`config.mk`:
```
export PLATFORM = sky130hd
export DESIGN_NAME = icache_refill
export DESIGN_NICKNAME = d
export VERILOG_FILES = /design/src/rtl/icache_refill.sv
export SDC_FILE = /design/constraint.sdc
export NUM_CORES = 1
export LEC_CHECK = 0
export ABC_AREA = 1
export CAP_MARGIN = 20
export CORE_ASPECT_RATIO = 1.75
export CORE_MARGIN = 5
export CORE_UTILIZATION = 38
export CTS_BUF_LIST = sky130_fd_sc_hd__clkbuf_4
export DETAILED_ROUTE_END_ITERATION = 8
export GPL_ROUTABILITY_DRIVEN = 1
export PLACE_DENSITY = 0.95
export SLEW_MARGIN = 20
export SYNTH_ARGS = -nofsm -noshare
export SYNTH_HDL_FRONTEND = slang
export SYNTH_SLANG_ARGS = --single-unit
```
`constraint.sdc`:
```
create_clock -name clk -period 2.6 [get_ports clk]
set_clock_uncertainty 0.2 [all_clocks]
set_input_delay 0.39 -clock clk [delete_from_list [all_inputs] [get_ports clk]]
set_output_delay 0.39 -clock clk [all_outputs]
set_load 0.01 [all_outputs]
```
`src/rtl/icache_refill.sv`:
```
// ---------------------------------------------------------------------------
// icache_refill -- instruction-cache line refill engine.
//
// After reset, sweeps every set of the tag/valid RAM to invalid, then serves
// misses one at a time: it captures the miss address, issues a line read,
// writes the eight returning 32-bit beats into the one-hot-selected data
// banks, forwards the critical word as it passes, and commits tag+valid in a
// final cycle.
//
// Ports
//   clk, reset            clock; synchronous active-high reset
//   miss_valid/addr/ready lookup-side miss handshake
//   rd_req/addr/ready     line read request to the memory side
//   ret_valid/data/last   return beats, word 0 first
//   bank_we/waddr/wdata   data-bank write port (one-hot bank select)
//   tagv_we/waddr/wdata   tag/valid RAM write port {pad, tag, valid}
//   word_valid/data       critical-word forward
//   refill_done/err       one-cycle commit pulse and return-protocol error
//   init_done             invalidation sweep finished (held until reset)
// ---------------------------------------------------------------------------
module icache_refill #(
  parameter int INDEX_SIZE = 7,
  parameter int TAG_SIZE   = 20,
  parameter int BANK_NUM   = 8,
  parameter int SETSIZE    = 128
) (
  input  logic                  clk,
  input  logic                  reset,
  input  logic                  miss_valid,
  input  logic [31:0]           miss_addr,
  output logic                  miss_ready,
  output logic                  rd_req,
  output logic [31:0]           rd_addr,
  input  logic                  rd_ready,
  input  logic                  ret_valid,
  input  logic [31:0]           ret_data,
  input  logic                  ret_last,
  output logic [BANK_NUM-1:0]   bank_we,
  output logic [INDEX_SIZE-1:0] bank_waddr,
  output logic [31:0]           bank_wdata,
  output logic                  tagv_we,
  output logic [INDEX_SIZE-1:0] tagv_waddr,
  output logic [31:0]           tagv_wdata,
  output logic                  word_valid,
  output logic [31:0]           word_data,
  output logic                  refill_done,
  output logic                  refill_err,
  output logic                  init_done
);

  localparam int BEAT_W = $clog2(BANK_NUM);

  localparam logic [2:0] S_INIT   = 3'd0;
  localparam logic [2:0] S_IDLE   = 3'd1;
  localparam logic [2:0] S_REQ    = 3'd2;
  localparam logic [2:0] S_RECV   = 3'd3;
  localparam logic [2:0] S_COMMIT = 3'd4;

  localparam logic [INDEX_SIZE-1:0] LAST_SET  = INDEX_SIZE'(SETSIZE - 1);
  localparam logic [BEAT_W-1:0]     LAST_BEAT = BEAT_W'(BANK_NUM - 1);

  logic [2:0]            state_q, state_d;
  logic [INDEX_SIZE-1:0] sweep_q, sweep_d;
  logic [BEAT_W-1:0]     beat_q, beat_d;
  logic [TAG_SIZE-1:0]   tag_q, tag_d;
  logic [INDEX_SIZE-1:0] index_q, index_d;
  logic [BEAT_W-1:0]     offs_q, offs_d;
  logic                  err_q, err_d;
  logic                  init_done_q, init_done_d;

  // Byte-offset bits never matter for a word-granular line refill.
  logic unused_addr_bits;
  assign unused_addr_bits = ^miss_addr[1:0];

  // Next-state logic.
  always_comb begin
    // NOTE: every variable gets a default before the case so no path leaves
    // it unassigned, which would otherwise infer a latch.
    state_d     = state_q;
    sweep_d     = sweep_q;
    beat_d      = beat_q;
    tag_d       = tag_q;
    index_d     = index_q;
    offs_d      = offs_q;
    err_d       = err_q;
    init_done_d = init_done_q;

    case (state_q)
      S_INIT: begin
        sweep_d = sweep_q + 1'b1;
        if (sweep_q == LAST_SET) begin
          state_d     = S_IDLE;
          init_done_d = 1'b1;
        end
      end
      S_IDLE: begin
        // miss_ready is 1 in IDLE, so miss_valid alone completes the handshake.
        if (miss_valid) begin
          tag_d   = miss_addr[31 -: TAG_SIZE];
          index_d = miss_addr[5 +: INDEX_SIZE];
          offs_d  = miss_addr[2 +: BEAT_W];
          err_d   = 1'b0;
          state_d = S_REQ;
        end
      end
      S_REQ: begin
        if (rd_ready) begin
          beat_d  = '0;
          state_d = S_RECV;
        end
      end
      S_RECV: begin
        if (ret_valid) begin
          beat_d = beat_q + 1'b1;
          // ret_last must coincide exactly with the final beat; the beat
          // count, not ret_last, decides when the line is complete.
          if (ret_last != (beat_q == LAST_BEAT)) err_d = 1'b1;
          if (beat_q == LAST_BEAT) state_d = S_COMMIT;
        end
      end
      S_COMMIT: state_d = S_IDLE;
      default:  state_d = S_INIT;
    endcase
  end

  // Output decode. Everything is forced low while reset is asserted so an
  // in-flight refill is abandoned immediately and nothing is committed.
  always_comb begin
    miss_ready  = 1'b0;
    rd_req      = 1'b0;
    rd_addr     = '0;
    bank_we     = '0;
    bank_waddr  = '0;
    bank_wdata  = '0;
    tagv_we     = 1'b0;
    tagv_waddr  = '0;
    tagv_wdata  = '0;
    word_valid  = 1'b0;
    word_data   = '0;
    refill_done = 1'b0;
    refill_err  = 1'b0;

    if (!reset) begin
      case (state_q)
        S_INIT: begin
          tagv_we    = 1'b1;
          tagv_waddr = sweep_q;
        end
        S_IDLE: miss_ready = 1'b1;
        S_REQ: begin
          rd_req  = 1'b1;
          rd_addr = {tag_q, index_q, 5'b0};
        end
        S_RECV: begin
          if (ret_valid) begin
            bank_we    = {{(BANK_NUM-1){1'b0}}, 1'b1} << beat_q;
            bank_waddr = index_q;
            bank_wdata = ret_data;
            if (beat_q == offs_q) begin
              word_valid = 1'b1;
              word_data  = ret_data;
            end
          end
        end
        S_COMMIT: begin
          tagv_we     = 1'b1;
          tagv_waddr  = index_q;
          tagv_wdata  = {{(31-TAG_SIZE){1'b0}}, tag_q, 1'b1};
          refill_done = 1'b1;
          refill_err  = err_q;
        end
        default: ;
      endcase
    end
  end

  assign init_done = init_done_q & ~reset;

  // NOTE: sequential state uses non-blocking assignments so every flop samples
  // the pre-edge value of every other flop.
  always_ff @(posedge clk) begin
    if (reset) begin
      state_q     <= S_INIT;
      sweep_q     <= '0;
      beat_q      <= '0;
      tag_q       <= '0;
      index_q     <= '0;
      offs_q      <= '0;
      err_q       <= 1'b0;
      init_done_q <= 1'b0;
    end else begin
      state_q     <= state_d;
      sweep_q     <= sweep_d;
      beat_q      <= beat_d;
      tag_q       <= tag_d;
      index_q     <= index_d;
      offs_q      <= offs_d;
      err_q       <= err_d;
      init_done_q <= init_done_d;
    end
  end

endmodule
```
==> impl_metrics.env <==
export IMPL_timing_final_ws_setup_ps=49.9
export IMPL_wl_um=12400
export IMPL_yosysTopAreaCellShare_pct=30.4
export IMPL_r2r_start="state_q[0]$_SDFFE_PP0P_"
export IMPL_synth_cell_types=30
export IMPL_overflow=0
export IMPL_synth_top_cell_by_area="dfxtp_1"
export IMPL_numCtsBuffers=5
export IMPL_hp_class="register to register"
export IMPL_place_ws_ps=-228
export IMPL_critPathKind="register to output pin"
export IMPL_slew_headroom_pct=42.6
export IMPL_cts_hold_buf=0
export IMPL_drc_errors=0
export IMPL_grt_max_degree=59
export IMPL_cts_tree="done"
export IMPL_dieWidth_um=76.8
export IMPL_syn_inst=481
export IMPL_drt_first_iter_violations=241
export IMPL_rsz0062_at_grt="true"
export IMPL_status="complete, no violations"
export IMPL_ctsRootBufferMaster="clkbuf_4"
export IMPL_power_mw=1.33
export IMPL_dp_hpwl_um=9380
export IMPL_report_final_slew_viol_count=0
export IMPL_vias=3902
export IMPL_htree_levels=2
export IMPL_nets=776
export IMPL_fmax_mhz=392
export IMPL_start_kind="register"
export IMPL_hp_start="init_done_q$_SDFFE_PP0P_"
export IMPL_path_max_fanout=8
export IMPL_place_gp_congestion=0.929
export IMPL_ys_top_cells_by_area="dfxtp_1 30%, nor2_1 15%, inv_1 11%, a21oi_1 6.6%, buf_4 4.6%"
export IMPL_period_share_pct=98.1
export IMPL_synth_seq_area_share_pct=30.4
export IMPL_hold_violations=0
export IMPL_clk_pin_slew_ps=160
export IMPL_cap_violations=0
export IMPL_chipHeight_um=127
export IMPL_netlist_top_cells_count="121 x nor2_1, 85 x inv_1, 45 x dfxtp_1, 39 x a21oi_1, 33 x nand2_1"
export IMPL_synth_edff_count=0
export IMPL_worst_path_max_delay_cell="dfxtp_4"
export IMPL_critPathArrivalTime_ps=1960
export IMPL_grt_pass1_vias=4002
export IMPL_drtAntennaViolNets=0
export IMPL_synth_area_sq_um=2970
export IMPL_ys_warnings_count=0
export IMPL_core_area_sq_um=7620
export IMPL_endpoint_kind="output pin"
export IMPL_area_growth_synth_to_final_pct=77.8
export IMPL_yosysMostFrequentCell="nor2_1"
export IMPL_worstReg2RegEnd="tag_q[10]$_SDFFE_PP0P_"
export IMPL_path_cells="nand2_1 -> nor2_4 -> nand3_4 -> inv_4 -> buf_4 -> nand3b_4 -> nor2_1 -> clkdlybuf4s15_1"
export IMPL_yosys_most_used_dff="dfxtp_1"
export IMPL_r2r_cells=7
export IMPL_die_area_sq_um=9740
export IMPL_period_minus_slack_ps=2550
export IMPL_clockBufferDepth=2
export IMPL_min_to="init_done_q$_SDFFE_PP0P_"
export IMPL_holdPathStages=2
export IMPL_leakage_nw=3.14
export IMPL_antenna_found_initial=0
export IMPL_cts_sinks=45
export IMPL_setup_viol=0
export IMPL_worst_pin_slew_ps=861
export IMPL_drive_gt1_share_pct=15.0
export IMPL_synthArstFlopShare_pct=0
export IMPL_r2r_slack_ps=510
export IMPL_io_pins=227
export IMPL_vias_per_cell=4.95
export IMPL_clk_latency_ps=380
export IMPL_port_buffers=208
export IMPL_irDropWorstVdd_mv=0.321
export IMPL_finalSetupTns_ps=0
export IMPL_row_count=42
export IMPL_postSynthAreaPerCell_sq_um=6.16
export IMPL_start_util_pct=38.9
export IMPL_cpPeakStageDelay_ps=420
export IMPL_ys_seq_elements=45
export IMPL_diodes=0
export IMPL_powerDensity_nw_per_um2=252
export IMPL_dr_pass1_iters=4
export IMPL_grt_usage_pct=23.7
export IMPL_grt_pass1_wl_um=19000
export IMPL_wire_per_inst_um=15.7
export IMPL_critical_path_required_ps=2010
power breakdown:
| part | leakage, nW | switching [mW] | internal, mW |
|---|---|---|---|
| Combinational | 2.73 | 0.0782 | 0.112 |
| Clock | 0.0456 | 0.239 | 0.204 |
| Sequential | 0.366 | 0.00369 | 0.690 |
registers in the layout, summed over array words and instances, names as in the netlist:
name and flops:
tag_q 20, index_q 7, sweep_q 7, beat_q 3
offs_q 3, state_q 3, err_q 1, init_done_q 1
timing repair:
item	CTS	global route
pin swaps	4	2
resized for setup	145	79
gates cloned	2	0
setup buffers	9	3
setup endpoints to repair	135	57
how the worst max path moves through the flow:
stage	start	endpoint	cells after the start
after floorplan	reset	tagv_wdata[0]	6
after global placement	reset	bank_wdata[23]	7
after detailed placement	reset	word_data[8]	6
after CTS	state_q[2]$_SDFFE_PP0P_	rd_addr[25]	6
after global routing	state_q[0]$_SDFFE_PP0P_	word_data[0]	8
final	state_q[0]$_SDFFE_PP0P_	word_data[0]	8
critical path, delay by kind of cell (launching register included):
family | cells | cell delay, ps
flops | 1 | 420
simple gates | 5 | 680
buf+inv | 3 | 480
cell usage in the layout, fill, tap and decap left out, types with 2 or more instances in the layout:
cell type	Yosys	layout
a21oi_1	39	39
buf_4	18	27
clkbuf_2	0	25
clkbuf_4	0	5
clkdlybuf4s15_1	0	2
clkdlybuf4s50_1	0	71
conb_1	1	16
dfxtp_1	45	40
dfxtp_2	0	2
dfxtp_4	0	3
dlygate4sd2_1	0	80
dlymetal6s2s_1	0	30
ha_1	7	7
inv_1	85	85
inv_2	6	4
inv_6	0	2
nand2_1	33	29
nand2_2	1	4
nand3_1	8	8
nand3b_4	1	2
nor2_1	121	116
nor2_2	12	13
nor2_4	2	6
nor3_1	25	25
o21ai_0	19	19
o21ai_1	18	18
o32ai_2	0	3
xor2_1	4	4
through the flow:
stage	cell area [sq um]	cells	hold WS, ps	util, %
finish	5270	788	276	69.2
detailed placement	5080	766	259	66.7
global placement	5080	766	248	66.7
global route	5270	788	310	69.2
floorplan	3020	496	236	-
CTS	5260	785	281	69.0
routing by layer:
layer	global-route usage, %	routed length, um	vias to the layer above
met3	6.17	1090	48
met5	0	0	-
li1	-	-	1878
met4	13.9	585	0
met2	45.5	6700	229
met1	21.7	4010	1747
kinds of logic after synthesis:
group                      synth area share (%)
AOI/OAI and AO/OA                          14.8
xor gates and xnor gates                   1.18
adders and majority gates                  2.95
buffers and inverters                      20.4
DFF                                        30.4
other                                     0.126
and+or+nand+nor                            30.2
cell type report:
cell class | instances | area, sq um
fillers | 583 | 2350
inverters | 91 | 349
flip-flops and latches | 45 | 915
clock buffers | 5 | 37.5
multi-input cells | 318 | 1610
repair buffers | 238 | 2200
clock inverters | 3 | 43.8
well taps | 88 | 110
Note: power is estimated with default switching activity, not from simulation.
